### src/rtl/row_clear_engine_if.sv
// -----------------------------------------------------------------------------
// row_clear_engine_if
// Bundles the merge, scan/clear handshake and display-read signals of
// row_clear_engine. The clock and reset stay plain ports on the module.
//
// Signals (slave = row_clear_engine view):
//   land_we, land_row, land_bits   in   merge request: board[land_row] |= land_bits
//   scan_start, clear_start        in   single-cycle start pulses
//   which_row                      out  last scan result, ROWS when no row is full
//   scan_done, clear_done          out  single-cycle completion pulses
//   busy                           out  high while scanning or shifting
//   rd_row                         in   display read address
//   rd_data                        out  board[rd_row], 0 when out of range
//   top_out                        out  any cell set in the top row
//   lines_cleared                  out  saturating clear count (LINE_COUNT_EN only)
//
// Optional feature macro: LINE_COUNT_EN
// -----------------------------------------------------------------------------
interface row_clear_engine_if #(
    parameter int WIDTH = 8
) ();
    logic             land_we;
    logic [3:0]       land_row;
    logic [WIDTH-1:0] land_bits;
    logic             scan_start;
    logic             clear_start;
    logic [3:0]       which_row;
    logic             scan_done;
    logic             clear_done;
    logic             busy;
    logic [3:0]       rd_row;
    logic [WIDTH-1:0] rd_data;
    logic             top_out;
`ifdef LINE_COUNT_EN
    logic [7:0]       lines_cleared;
`endif

    modport master (
`ifdef LINE_COUNT_EN
        input  lines_cleared,
`endif
        output land_we, land_row, land_bits, scan_start, clear_start, rd_row,
        input  which_row, scan_done, clear_done, busy, rd_data, top_out
    );

    modport slave (
`ifdef LINE_COUNT_EN
        output lines_cleared,
`endif
        input  land_we, land_row, land_bits, scan_start, clear_start, rd_row,
        output which_row, scan_done, clear_done, busy, rd_data, top_out
    );
endinterface

### src/rtl/row_clear_engine.sv
// -----------------------------------------------------------------------------
// row_clear_engine
// Playfield store for the Tetris chip. Merges landed piece rows, scans upward
// for the lowest full row, and shifts the board down over a cleared row.
//
// Ports:
//   clka     in   sole clock, rising edge
//   restart  in   asynchronous active-high reset (board cleared, IDLE)
//   bus      row_clear_engine_if.slave (merge, scan/clear handshake, display read)
//
// Parameters: WIDTH (bits per row), ROWS (2..15, row 0 at the bottom).
// Optional feature macro: LINE_COUNT_EN adds the saturating lines_cleared counter.
//
// State  | Meaning
// -------+-----------------------------------------------------------------
// IDLE   | accepts merges and start pulses; done pulses are seen here
// SCAN   | examines board[p] once per cycle, p counting up from 0
// SHIFT  | copies board[p+1] into board[p], p counting up to ROWS-1
// -----------------------------------------------------------------------------
module row_clear_engine #(
    parameter int WIDTH = 8,
    parameter int ROWS  = 11
) (
    input  logic               clka,
    input  logic               restart,
    row_clear_engine_if.slave  bus
);

    typedef enum logic [1:0] {
        S_IDLE  = 2'd0,
        S_SCAN  = 2'd1,
        S_SHIFT = 2'd2
    } state_t;

    localparam logic [3:0] SENT = 4'(ROWS);
    localparam logic [3:0] LAST = 4'(ROWS - 1);

    state_t           state_q, state_d;
    logic [3:0]       p_q, p_d;
    logic [3:0]       which_q, which_d;
    logic             scan_done_q, scan_done_d;
    logic             clear_done_q, clear_done_d;
    logic [WIDTH-1:0] board_q [ROWS];
    logic [WIDTH-1:0] board_d [ROWS];
`ifdef LINE_COUNT_EN
    logic [7:0]       lines_q, lines_d;
`endif

    always_ff @(posedge clka or posedge restart) begin
        if (restart) begin
            state_q      <= S_IDLE;
            p_q          <= '0;
            which_q      <= SENT;
            scan_done_q  <= 1'b0;
            clear_done_q <= 1'b0;
            for (int i = 0; i < ROWS; i++) begin
                board_q[i] <= '0;
            end
`ifdef LINE_COUNT_EN
            lines_q      <= '0;
`endif
        end else begin
            state_q      <= state_d;
            p_q          <= p_d;
            which_q      <= which_d;
            scan_done_q  <= scan_done_d;
            clear_done_q <= clear_done_d;
            board_q      <= board_d;
`ifdef LINE_COUNT_EN
            lines_q      <= lines_d;
`endif
        end
    end

    always_comb begin
        state_d      = state_q;
        p_d          = p_q;
        which_d      = which_q;
        scan_done_d  = 1'b0;
        clear_done_d = 1'b0;
        board_d      = board_q;
`ifdef LINE_COUNT_EN
        lines_d      = lines_q;
`endif

        unique case (state_q)
            S_IDLE: begin
                if (bus.land_we && (bus.land_row < SENT)) begin
                    board_d[bus.land_row] = board_q[bus.land_row] | bus.land_bits;
                end
                // scan_start has priority; a simultaneous clear_start is dropped.
                if (bus.scan_start) begin
                    state_d = S_SCAN;
                    p_d     = '0;
                end else if (bus.clear_start) begin
                    if (which_q < SENT) begin
                        state_d = S_SHIFT;
                        p_d     = which_q;
                    end else begin
                        // Nothing to clear: acknowledge without touching the board.
                        clear_done_d = 1'b1;
                    end
                end
            end

            S_SCAN: begin
                if (&board_q[p_q]) begin
                    which_d     = p_q;
                    scan_done_d = 1'b1;
                    state_d     = S_IDLE;
                end else if (p_q == LAST) begin
                    which_d     = SENT;
                    scan_done_d = 1'b1;
                    state_d     = S_IDLE;
                end else begin
                    p_d = p_q + 4'd1;
                end
            end

            S_SHIFT: begin
                if (p_q == LAST) begin
                    board_d[p_q] = '0;
                    clear_done_d = 1'b1;
                    which_d      = SENT;
                    state_d      = S_IDLE;
`ifdef LINE_COUNT_EN
                    if (lines_q != 8'hFF) begin
                        lines_d = lines_q + 8'd1;
                    end
`endif
                end else begin
                    board_d[p_q] = board_q[p_q + 4'd1];
                    p_d          = p_q + 4'd1;
                end
            end

            default: begin
                state_d = S_IDLE;
            end
        endcase
    end

    assign bus.which_row  = which_q;
    assign bus.scan_done  = scan_done_q;
    assign bus.clear_done = clear_done_q;
    assign bus.busy       = (state_q != S_IDLE);
    assign bus.rd_data    = (bus.rd_row < SENT) ? board_q[bus.rd_row] : '0;
    assign bus.top_out    = |board_q[ROWS-1];
`ifdef LINE_COUNT_EN
    assign bus.lines_cleared = lines_q;
`endif

endmodule

### src/flat_wrapper.sv
// flat-port wrapper written by rule: the top's interface ports become plain ports
module row_clear_engine_flat 
#(
    parameter int WIDTH = 8,
    parameter int ROWS  = 11
)
  (clka, restart, bus_land_we, bus_land_row, bus_land_bits, bus_scan_start, bus_clear_start, bus_rd_row, bus_which_row, bus_scan_done, bus_clear_done, bus_busy, bus_rd_data, bus_top_out);
  row_clear_engine_if #(.WIDTH(WIDTH)) bus_i ();
  input  logic clka;
  input  logic restart;
  input wire logic [$bits(bus_i.land_we)-1:0] bus_land_we;
  input wire logic [$bits(bus_i.land_row)-1:0] bus_land_row;
  input wire logic [$bits(bus_i.land_bits)-1:0] bus_land_bits;
  input wire logic [$bits(bus_i.scan_start)-1:0] bus_scan_start;
  input wire logic [$bits(bus_i.clear_start)-1:0] bus_clear_start;
  input wire logic [$bits(bus_i.rd_row)-1:0] bus_rd_row;
  output wire logic [$bits(bus_i.which_row)-1:0] bus_which_row;
  output wire logic [$bits(bus_i.scan_done)-1:0] bus_scan_done;
  output wire logic [$bits(bus_i.clear_done)-1:0] bus_clear_done;
  output wire logic [$bits(bus_i.busy)-1:0] bus_busy;
  output wire logic [$bits(bus_i.rd_data)-1:0] bus_rd_data;
  output wire logic [$bits(bus_i.top_out)-1:0] bus_top_out;
  assign bus_i.land_we = bus_land_we;
  assign bus_i.land_row = bus_land_row;
  assign bus_i.land_bits = bus_land_bits;
  assign bus_i.scan_start = bus_scan_start;
  assign bus_i.clear_start = bus_clear_start;
  assign bus_i.rd_row = bus_rd_row;
  assign bus_which_row = bus_i.which_row;
  assign bus_scan_done = bus_i.scan_done;
  assign bus_clear_done = bus_i.clear_done;
  assign bus_busy = bus_i.busy;
  assign bus_rd_data = bus_i.rd_data;
  assign bus_top_out = bus_i.top_out;
  row_clear_engine #(.WIDTH(WIDTH), .ROWS(ROWS)) u_core (.clka(clka), .restart(restart), .bus(bus_i));
endmodule
### config.mk
export PLATFORM = sky130hd
export DESIGN_NAME = row_clear_engine_flat
export DESIGN_NICKNAME = d
export VERILOG_FILES = /design/src/rtl/row_clear_engine_if.sv /design/src/rtl/row_clear_engine.sv /design/src/flat_wrapper.sv
export SDC_FILE = /design/constraint.sdc
export NUM_CORES = 1
export LEC_CHECK = 0
export CORE_ASPECT_RATIO = 1.5
export CORE_MARGIN = 10
export CORE_UTILIZATION = 58
export DETAILED_ROUTE_END_ITERATION = 10
export PLACE_DENSITY_LB_ADDON = 0.08
export SLEW_MARGIN = 10
export SYNTH_ARGS = -nofsm -noshare
export SYNTH_HDL_FRONTEND = slang
export SYNTH_SLANG_ARGS = --single-unit
### constraint.sdc
create_clock -name clka -period 9.3 [get_ports clka]
set_input_delay 2.79 -clock clka [delete_from_list [all_inputs] [get_ports clka]]
set_output_delay 2.79 -clock clka [all_outputs]
set_load 0.02 [all_outputs]
==> results.cfg, run 1 <==
[setup_path]
cpMostUsedCell = clkdlybuf4s50_1
reg2reg_to = u_core.board_q[23]$_DFFE_PP0P_
start_kind = input port
reg2reg_depth = 10
crit_fanout = 18
end_kind = primary output
crit_family = buffers and inverters
r2r_start = u_core.p_q[0]$_DFFE_PP0P_
worstPathRequired_ns = 6.51
cp_num_buf_inv = 2
cp_slowest_cell = clkdlybuf4s50_1
critPathKind = input port to primary output
cpPeakStageDelay_ns = 1.14
critPathLaunch = bus_rd_row[0]
ff2ff_setup_slack_ns = 4.71
cp.arrival_ns = 5.49
path_cells = clkdlybuf4s50_1, mux4_2, mux2i_1, o22ai_1, clkdlybuf4s50_1

[timing]
tightest_slew_ns = 1.28
finalMaxSlewViolations = 0
fin_crit_ns = 8.28
setup_slack_ns = 1.02
hold_violations = 0
fin_setup_tns_ns = 0
relSlewSlack = 0.147
min_period_over_period = 0.890
fmax_ghz = 0.121
rsz0062_at_grt = no
final-setup-viol-count = 0
skew_ns = 0.0151
whs_ns = 0.568

[clocking]
post_cts_resized = 0
cts_max_level = 3
cts_hold_buf = 0
clk_path_buf_depth = 2
clkTransAtPathRegs_ns = 0.07
cts_root_buf = clkbuf_16
cts_sinks = 100
insertion_delay_ns = 0.36
postCtsSetupBuffers = 0
cts_tree = built
cts_buffers = 9

[yosys]
synth_cell_type_count = 56
synth_mux_area_frac = 0.222
synth_top_area_cell = dfrtp_1
synthXorXnorAreaFrac = 0.00403
async_flop_share = 1.00
syn-cell-area_mm2 = 0.00808
synth_area_leaders = dfrtp_1 30%, mux4_2 12%, a21oi_1 6.3%, a22o_1 5.5%, o22ai_1 5.0%
yosysMostFrequentCell = a21oi_1
synth_compound_area_frac = 0.262
ys.flop_type = dfrtp_1
yosys.area_share.simple = 0.140
synthAdderAreaFrac = 0.0124
synth_top_cells_by_count = 101 x a21oi_1, 97 x dfrtp_1, 93 x nor2_1, 65 x nand2_1, 64 x o22ai_1
syn_area_per_cell_um2 = 9.48
syn_nets = 881
yosysSeqAreaShare = 0.310
synth_top_area_share = 0.301
ys_ff_latch = 100
synthCells = 852
synth_warnings = 0
synth_top_family_by_area = compound AO/OA/AOI/OAI gates
synth_edf_count = 0

[placement]
place_congestion = 1.08
dp.cells = 1003
dpl.hpwl_um = 22700
placed_area_mm2 = 0.00841
preCtsSetupSlack_ns = 0.985
port-buffer-count = 36

[floorplanning]
rows = 52
die_w_um = 116
die_h_um = 165
initial_core_util = 0.594
core-area_mm2 = 0.0136
pin_count = 37
dieArea_mm2 = 0.0191

[global_route]
gr-total-overflow = 0
first_global_vias = 7695
antenna_found_initial = 2
grt.total_usage = 0.336
grt_start_max_net_pins = 70
grt_pass1_wl_um = 47900

[worst_hold_path]
whs_path_depth = 2
worstHoldStart = u_core.bus.which_row[3]$_DFFE_PP1N_
hold_class = flop to flop
min_to = u_core.bus.which_row[3]$_DFFE_PP1N_

[detailed_routing]
vias = 7987
wirelength_um = 32100
drcViolationCount = 0
vias_per_cell = 7.82
ant_nets = 0
first_iter_violations = 1217
drtPass1Iterations = 8
post_drt_wl_per_cell_um = 31.4

[cells_and_area]
area_delta_synth_final_pct = 8.26
nets = 881
final_util = 0.643
drive_gt1_frac = 0.173
final_area_mm2 = 0.00874
finalNonFillerCells = 1021

[power_and_ir_drop]
leakage_nw = 3.42
powerDensity_mw_per_mm2 = 344
finalPower_mw = 3.00
ir_drop_uv = 243

[job]
maxCapViolCount = 0

[outcome]
status = finished clean
worst max path at each step:
stage / to / slack [ns] / depth (start not counted)
2_1_floorplan: bus_rd_data[2] / 2.06 / 6
3_3_place_gp: bus_rd_data[6] / 1.08 / 5
3_5_place_dp: bus_rd_data[3] / 0.99 / 5
4_1_cts: bus_rd_data[3] / 0.97 / 5
5_1_grt: bus_rd_data[1] / 0.79 / 5
6_report: bus_rd_data[3] / 1.02 / 5
worst reg2reg max path, delay by kind of cell (launching register included):
kind | cells | cell delay (ns)
compound gates | 4 | 1.44
buf+inv | 3 | 1.33
mux | 2 | 0.90
fa+ha+maj | 1 | 0.43
flops | 1 | 0.32
state kept, by name, summed over array words and instances (netlist names):
register	count
u_core.board_q	88
u_core.bus.which_row	4
u_core.p_q	4
u_core.state_q	2
u_core.bus.clear_done	1
u_core.bus.scan_done	1
final cells by class:
cell class | instances | area [um^2]
antenna | 2 | 5.00
clock buffer | 10 | 239
clock inverter | 6 | 87.6
fill | 1078 | 4850
inverter | 10 | 40.0
multi-input combinational | 678 | 5170
sequential | 100 | 2510
tap | 162 | 203
timing repair buffer | 53 | 488
kinds of logic (layout without fill, tap and decap cells):
kind of cell    after synthesis  in the layout
xor+xnor                      2              2
other cells                   0              2
buf+inv                      74             79
compound gates              312            312
fa+ha+maj                     8              8
mux                         113            113
simple gates                243            243
flops                       100            100
power by group:
part,switching (mW),internal [mW]
registers,0.400,0.611
clock network,0.175,0.243
logic,0.910,0.664
total,1.48,1.52
routing by layer:
metal,track usage,wire [um],part of all wire,vias up
met3,0.0842,3880,0.12,164
li1,-,-,-,3286
met1,0.403,11000,0.34,3879
met4,0.205,2350,0.073,0
met2,0.530,14800,0.46,658
met5,0,0,0,-
cell usage in the layout, fill, tap and decap left out, types with 8 or more instances in the layout:
cell and count:
a21oi_1 101, dfrtp_1 97, nor2_1 93, nand2_1 65, o22ai_1 64, a22o_1 51
mux4_2 42, mux2i_1 36, clkdlybuf4s50_1 36, mux2_2 23, nand3_1 20, o21ai_0 20
o21ai_1 19, buf_4 17, o211ai_1 10, nor2b_1 9, nand2_2 9, clkbuf_16 9
nor3_1 8, a221oi_2 8, a21oi_2 8, ha_1 8
Power figures use the tool's default switching activity.
==> run 2: changes to the inputs <==
TNS_END_PERCENT = 20   (was not set)
==> results of run 2 <==
No change in the layout: final DEF, timing and power equal those of run 1.
